`config.mk`:
```
export PLATFORM = sky130hd
export DESIGN_NAME = axil_adapter_rd
export DESIGN_NICKNAME = d
export VERILOG_FILES = /design/src/rtl/axil_adapter_rd.sv
export SDC_FILE = /design/constraint.sdc
export NUM_CORES = 1
export LEC_CHECK = 0
export BUFFER_PORTS_ARGS = -buffer_cell sky130_fd_sc_hd__buf_2
export CORE_MARGIN = 2
export CORE_UTILIZATION = 50
export CTS_BUF_LIST = sky130_fd_sc_hd__clkbuf_4
export CTS_CLUSTER_SIZE = 8
export DETAILED_ROUTE_END_ITERATION = 8
export PLACE_DENSITY_LB_ADDON = 0.1
export SETUP_SLACK_MARGIN = 0.02
export SYNTH_ARGS = -nofsm -noshare
export SYNTH_HDL_FRONTEND = slang
export SYNTH_SLANG_ARGS = --single-unit
```
`constraint.sdc`:
```
create_clock -name clk -period 2 [get_ports clk]
set_input_delay 0.6 -clock clk [delete_from_list [all_inputs] [get_ports clk]]
set_output_delay 0.6 -clock clk [all_outputs]
set_load 0.03 [all_outputs]
```
`src/rtl/axil_adapter_rd.sv`:
```
// AXI4-lite read-path width adapter between a slave port of S_DATA_WIDTH and a
// master port of M_DATA_WIDTH. A wider master is read once and lane-selected;
// a narrower master is read in SEGMENT_COUNT consecutive beats that are reassembled.
module axil_adapter_rd #(
  parameter int unsigned ADDR_WIDTH   = 32,
  parameter int unsigned S_DATA_WIDTH = 32,
  parameter int unsigned S_STRB_WIDTH = S_DATA_WIDTH / 8,
  parameter int unsigned M_DATA_WIDTH = 32,
  parameter int unsigned M_STRB_WIDTH = M_DATA_WIDTH / 8
) (
  input  logic                    clk,
  input  logic                    rst,
  input  logic [ADDR_WIDTH-1:0]   s_axil_araddr,
  input  logic [2:0]              s_axil_arprot,
  input  logic                    s_axil_arvalid,
  output logic                    s_axil_arready,
  output logic [S_DATA_WIDTH-1:0] s_axil_rdata,
  output logic [1:0]              s_axil_rresp,
  output logic                    s_axil_rvalid,
  input  logic                    s_axil_rready,
  output logic [ADDR_WIDTH-1:0]   m_axil_araddr,
  output logic [2:0]              m_axil_arprot,
  output logic                    m_axil_arvalid,
  input  logic                    m_axil_arready,
  input  logic [M_DATA_WIDTH-1:0] m_axil_rdata,
  input  logic [1:0]              m_axil_rresp,
  input  logic                    m_axil_rvalid,
  output logic                    m_axil_rready
);

  localparam int unsigned S_ADDR_BIT_OFFSET = $clog2(S_STRB_WIDTH);
  localparam int unsigned M_ADDR_BIT_OFFSET = $clog2(M_STRB_WIDTH);
  localparam bit          EXPAND            = M_STRB_WIDTH > S_STRB_WIDTH;
  localparam bit          NARROW            = S_STRB_WIDTH > M_STRB_WIDTH;
  localparam int unsigned SEGMENT_COUNT     = EXPAND ? (M_STRB_WIDTH / S_STRB_WIDTH)
                                                     : (S_STRB_WIDTH / M_STRB_WIDTH);
  localparam int unsigned SEG_W             = (SEGMENT_COUNT > 1) ? $clog2(SEGMENT_COUNT) : 1;
  localparam logic [ADDR_WIDTH-1:0]   S_ADDR_MASK = {ADDR_WIDTH{1'b1}} << S_ADDR_BIT_OFFSET;
  localparam logic [S_DATA_WIDTH-1:0] SEG_MASK    = S_DATA_WIDTH'({M_DATA_WIDTH{1'b1}});

  // Reject parameter sets the lane arithmetic cannot represent
  if (S_STRB_WIDTH * (S_DATA_WIDTH / S_STRB_WIDTH) != S_DATA_WIDTH ||
      M_STRB_WIDTH * (M_DATA_WIDTH / M_STRB_WIDTH) != M_DATA_WIDTH) begin : g_chk_div
    $fatal(1, "axil_adapter_rd: data width not evenly divisible by strobe width");
  end
  if (S_DATA_WIDTH / S_STRB_WIDTH != M_DATA_WIDTH / M_STRB_WIDTH) begin : g_chk_word
    $fatal(1, "axil_adapter_rd: word size differs between slave and master");
  end
  if ((S_STRB_WIDTH & (S_STRB_WIDTH - 1)) != 0 ||
      (M_STRB_WIDTH & (M_STRB_WIDTH - 1)) != 0) begin : g_chk_pow2
    $fatal(1, "axil_adapter_rd: strobe widths must be powers of two");
  end

  typedef enum logic {IDLE = 1'b0, DATA = 1'b1} state_e;

  state_e                  state_q, state_d;
  logic                    s_arready_q, s_arready_d;
  logic [ADDR_WIDTH-1:0]   m_araddr_q, m_araddr_d;
  logic [2:0]              m_arprot_q, m_arprot_d;
  logic                    m_arvalid_q, m_arvalid_d;
  logic                    m_rready_q, m_rready_d;
  logic [S_DATA_WIDTH-1:0] s_rdata_q, s_rdata_d;
  logic [1:0]              s_rresp_q, s_rresp_d;
  logic                    s_rvalid_q, s_rvalid_d;
  logic [SEG_W-1:0]        segment_q, segment_d;
  logic [1:0]              resp_acc_q, resp_acc_d;

  logic                    s_ar_hs_c;
  logic                    m_r_hs_c;
  logic                    last_seg_c;
  logic [SEG_W-1:0]        lane_c;
  logic [31:0]             seg_shift_c;
  logic [1:0]              resp_new_c;

  assign s_ar_hs_c   = s_arready_q & s_axil_arvalid;
  assign m_r_hs_c    = m_rready_q & m_axil_rvalid;
  assign last_seg_c  = !NARROW || (segment_q == SEG_W'(SEGMENT_COUNT - 1));
  assign seg_shift_c = 32'(segment_q) * M_DATA_WIDTH;
  // Latest non-OKAY response of the beats seen so far wins
  assign resp_new_c  = (m_axil_rresp != 2'd0) ? m_axil_rresp : resp_acc_q;

  // Slave lane within the wide master word, taken from the forwarded address
  if (EXPAND) begin : g_lane
    assign lane_c = m_araddr_q[M_ADDR_BIT_OFFSET-1:S_ADDR_BIT_OFFSET];
  end else begin : g_lane0
    assign lane_c = '0;
  end

  // State register and all registered outputs, cleared asynchronously
  always_ff @(posedge clk or negedge rst) begin
    if (!rst) begin
      state_q     <= IDLE;
      s_arready_q <= 1'b0;
      m_araddr_q  <= '0;
      m_arprot_q  <= 3'd0;
      m_arvalid_q <= 1'b0;
      m_rready_q  <= 1'b0;
      s_rdata_q   <= '0;
      s_rresp_q   <= 2'd0;
      s_rvalid_q  <= 1'b0;
      segment_q   <= '0;
      resp_acc_q  <= 2'd0;
    end else begin
      state_q     <= state_d;
      s_arready_q <= s_arready_d;
      m_araddr_q  <= m_araddr_d;
      m_arprot_q  <= m_arprot_d;
      m_arvalid_q <= m_arvalid_d;
      m_rready_q  <= m_rready_d;
      s_rdata_q   <= s_rdata_d;
      s_rresp_q   <= s_rresp_d;
      s_rvalid_q  <= s_rvalid_d;
      segment_q   <= segment_d;
      resp_acc_q  <= resp_acc_d;
    end
  end

  // Next state: leave IDLE on slave AR, return after the final master beat
  always_comb begin
    state_d = state_q;
    case (state_q)
      IDLE:    if (s_ar_hs_c) state_d = DATA;
      DATA:    if (m_r_hs_c && last_seg_c) state_d = IDLE;
      default: state_d = IDLE;
    endcase
  end

  // Next values of the handshake, address and data registers
  always_comb begin
    s_arready_d = s_arready_q;
    m_araddr_d  = m_araddr_q;
    m_arprot_d  = m_arprot_q;
    m_arvalid_d = m_arvalid_q && !m_axil_arready;
    m_rready_d  = 1'b0;
    s_rdata_d   = s_rdata_q;
    s_rresp_d   = s_rresp_q;
    s_rvalid_d  = s_rvalid_q && !s_axil_rready;
    segment_d   = segment_q;
    resp_acc_d  = resp_acc_q;
    case (state_q)
      IDLE: begin
        s_arready_d = !m_arvalid_q;
        if (NARROW) begin
          segment_d  = '0;
          resp_acc_d = 2'd0;
        end
        if (s_ar_hs_c) begin
          s_arready_d = 1'b0;
          m_araddr_d  = NARROW ? (s_axil_araddr & S_ADDR_MASK) : s_axil_araddr;
          m_arprot_d  = s_axil_arprot;
          m_arvalid_d = 1'b1;
          m_rready_d  = !s_rvalid_q;
        end
      end
      DATA: begin
        // Hold off the master until any pending slave response has drained
        m_rready_d = !s_rvalid_q;
        if (m_r_hs_c) begin
          if (NARROW) begin
            s_rdata_d  = (s_rdata_q & ~(SEG_MASK << seg_shift_c)) |
                         (S_DATA_WIDTH'(m_axil_rdata) << seg_shift_c);
            resp_acc_d = resp_new_c;
          end else begin
            s_rdata_d  = S_DATA_WIDTH'(m_axil_rdata >> (32'(lane_c) * S_DATA_WIDTH));
          end
          if (last_seg_c) begin
            s_rresp_d   = NARROW ? resp_new_c : m_axil_rresp;
            s_rvalid_d  = 1'b1;
            m_rready_d  = 1'b0;
            s_arready_d = !m_arvalid_q;
          end else begin
            segment_d   = segment_q + SEG_W'(1);
            m_araddr_d  = m_araddr_q + ADDR_WIDTH'(M_STRB_WIDTH);
            m_arvalid_d = 1'b1;
          end
        end
      end
      default: ;
    endcase
  end

  assign s_axil_arready = s_arready_q;
  assign s_axil_rdata   = s_rdata_q;
  assign s_axil_rresp   = s_rresp_q;
  assign s_axil_rvalid  = s_rvalid_q;
  assign m_axil_araddr  = m_araddr_q;
  assign m_axil_arprot  = m_arprot_q;
  assign m_axil_arvalid = m_arvalid_q;
  assign m_axil_rready  = m_rready_q;

endmodule

```
After elaboration in Yosys (flattened, before gate mapping). Cells that the tools add are included.

Register bits after elaboration: 74. Logic and storage cells: 38. Output and inout bits: 73. Input bits: 75.

Mux-type cells: 15. Reductions and logical operators: 9. Equal/unequal tests: 2. Bitwise operators: 3.

Operators by type and width (number): $mux 32 (2); $mux 1 (9); $pmux 1 s2 (4); $reduce_and 2->1 (3); $logic_not 1->1 (4); $and 1x1->1 (2); $logic_and 1x1->1 (2); $ne 2x1->1 const B (1); $ne 2x2->1 const B (1); $not 1->1 (1).

Logic depth before layout (Yosys ltp).
Depth in word-level cells: 4. Depth in mapped cells: 4. Gate-level depth less buffers: 2.

Least setup slack after synthesis. OpenSTA, ideal clock, no wires.

Path type: input to register. Start: input s_axil_arvalid. End: register m_araddr_q[10], in the netlist m_axil_araddr[10]. Path buffers: 2. Data arrival time: 1345 ps. Path slack: 530 ps. Library setup time: 125 ps. Stages on the path: 4. Required time: 1875 ps. Path through: and3b_1 > buf_6 > buf_12 > mux2_4.

Cells in the longest elaborated chain, start to end: 3.

RTL lines: start, declared (RTL line 15) `input logic s_axil_arvalid,`; $and 1x1->1 (RTL line 75) `assign s_ar_hs_c = s_arready_q & s_axil_arvalid;`; $ne 2x2->1 (no line); $reduce_and 2->1 (no line); end signal, assigned (RTL line 106) `m_araddr_q <= m_araddr_d;`; end, declared (RTL line 58) `logic [ADDR_WIDTH-1:0] m_araddr_q, m_araddr_d;`.

Every way passes these cells. A chain may end at the register's enable or synchronous reset.

Worst setup path in the final report.
Start: register m_rready_q, in the netlist m_axil_rready. End: output m_axil_rready.

RTL lines: start, declared (RTL line 61) `logic m_rready_q, m_rready_d;`; start signal, assigned (RTL line 109) `m_rready_q <= m_rready_d;`; end, declared (RTL line 28) `output logic m_axil_rready`.

No word-level cell between the ends.

==> metrics <==
status=completed; Synth Cell Area=2910 sq um; Synth Instances=163; Placeable Area=between 5000 and 6000 sq um; largest net degree at the start of global routing=75; DRT antenna net count=0; Num CTS Buffers=9; combinational power share=between 50% and 60%; Clock Latency Late Sink=just under 400 ps; Final setup viols=0; final WL=about 6.0 mm; crit path max-delay cell type=dfrtp_1; Sink Count=74; sequential-to-total area share from yosys stat=a little under two thirds; sw frac=a little over two fifths; row cnt=27; Flop pwr share=35.3%; CP Max Fanout=4; Clk pwr share=13.4%; max-slew violation count=0; Post-DP HPWL=4.44 mm; post-synthesis net count=238; Clock Path Buffers=2; nets=about 390; WP buf/inv=1; Final Cycle Share=between 80% and 90%; routed wire length per instance=between 15 and 20 microns; Worst Path Arrival=about 1000 ps; minimum clock period=approximately 1600 ps; vias post-DR=~1900; worst clock skew=between 10 and 15 ps; Slew @ Worst Pin=~370 ps; fraction of layout cells with a size suffix above 1=roughly three quarters; type of origin of the critical path=flop; Critical Path Max Stage Delay=between 400 and 500 ps; Syn Area/Cell=~18 sq um; vias per cell=between 4 and 5; leakage=between 1.5 and 2 nW; cell area power density=~1900 nW/um^2; Critical Path RT=approximately 1400 ps; Cell Int Power=approximately 4.3 mW; P_sw=3.21 mW; gp weighted congestion=0.739; Starting Density=52.1%; critical setup path kind=flop to primary output; Synth Register Bits=74; Layout area overhead=33.2%; max frequency=roughly 0.6 GHz; CTS tree=done; final core occ=a little over two thirds; hold crit path type=input pin to asynchronous set/reset pin; relative slew slack=75.0%; # resized after CTS=0; Clock Tree Root=clkbuf_4; number of setup buffers added after CTS=0; max-cap violation count=0; Die ar.=between 6000 and 7000 sq um; first-pass GRT wire length=9.31 mm; Die Height=between 80 and 90 microns; first-pass detailed-route iteration total=4; Worst Setup End Kind=primary output; global route overflow=0; Post-CTS Hold Buffers=0; initial antenna violation count=0; port buffer count=~150; CP cell instances=buf_2; post-synth cell types=16; fillers=~420; Final TNS setup=0 ps; synth warn=0; Largest delay share family, worst path=flip-flops; io pins=148; number of global-route vias before repair=between 1500 and 2000; Horiz. Die Dim=~80 microns; Worst VDD drop=0.00110 V; Ant. Diodes=0; H-tree depth=3; initial drt markers=a little over 60; RSZ-0062 raised after global routing=false; Worst-path clk slew=120 ps; final hold violation count=0; # DRC=0; gr usage total=roughly 20%
## registers in the layout (all words and copies together) (netlist names)
name,flops
m_axil_arvalid,1
m_axil_rready,1
s_axil_arready,1
s_axil_rdata,32
m_axil_arprot,3
s_axil_rresp,2
m_axil_araddr,32
s_axil_rvalid,1
state_q,1
## cells in the final DEF (no fill, tap or decap), drive strengths merged
cell type,instances
buf,151
dfrtp,74
mux2,69
clkbuf,10
clkinv,3
nand2,2
inv,2
o21ai,2
bufinv,2
a21bo,1
nand3b,1
a21oi,1
nand3,1
and3b,1
nor2b,1
a221oi,1
clkinvlp,1
## path summary, 6_finish.rpt
path	start	end	slack, ps	cells after the start
min	rst	m_axil_araddr[10]$_DFFE_PN0P_	210	2
max	m_axil_rready$_DFF_PN0_	m_axil_rready	360	1
min reg2reg	s_axil_rvalid$_DFF_PN0_	m_axil_rready$_DFF_PN0_	470	1
max in group asynchronous	rst	s_axil_rdata[6]$_DFFE_PN0P_	1480	2
max reg2reg	state_q$_DFF_PN0_	m_axil_araddr[8]$_DFFE_PN0P_	470	3
min in group clk	s_axil_rready	s_axil_rvalid$_DFF_PN0_	370	2
## area by class of cell
type                       instances  area [sq um]  area share [%]
timing repair buffer             151           803            20.8
multi-input combinational         80           961            24.8
sequential                        74          1850            47.9
clock inverter                     6          81.3            2.10
clock buffer                      10          75.1            1.94
inverter                           2          7.51           0.194
tap                               72          90.1            2.33
## Yosys cell counts (all sizes together)
cell     n  area (sq um)
inv      2          7.51
o21ai    2          10.0
and3b    1          8.76
a21oi    1          5.00
nor2b    1          6.26
a221oi   1          8.76
dfrtp   74          1850
a21bo    1          10.0
nand3b   1          7.51
nand3    1          10.0
mux2    69           886
buf      7          86.3
nand2    2          7.51
## cell families (layout without fill, tap and decap cells)
group | after synthesis | after routing | synth area share [%]
flip-flops | 74 | 74 | 63.7
buffers and inverters | 9 | 169 | 3.23
multiplexers | 69 | 69 | 30.5
AO/OA/AOI/OAI | 5 | 5 | 1.16
AND/OR/NAND/NOR | 6 | 6 | 1.38
## power groups by stage
stage	registers (mW)	clock network, mW	logic, mW
after global routing	2.75	1.12	4.04
after global placement	2.65	0	3.81
after floorplan	4.18	0	1.30
after CTS	2.66	1.05	3.89
final	2.65	1.01	3.85
after detailed placement	2.68	0	3.89
## per-stage QoR
stage	instances	worst slack (ps)	area [sq um]	hold WS [ps]	total power [mW]
after floorplan	163	530	2910	304	5.48
after global placement	379	298	3710	434	6.46
after detailed placement	379	266	3710	457	6.56
after CTS	395	322	3870	206	7.60
after global routing	395	295	3870	213	7.91
final	395	359	3870	211	7.51
## routing by layer
layer | share of wire [%] | up-vias | GRT usage (%)
li1 | - | 885 | -
met1 | 41 | 918 | 24.5
met2 | 49 | 87 | 30.5
met3 | 7.9 | 15 | 5.73
met4 | 2.8 | 0 | 11.0
met5 | 0 | - | 0
No activity file was read; power rests on OpenSTA's default activity.
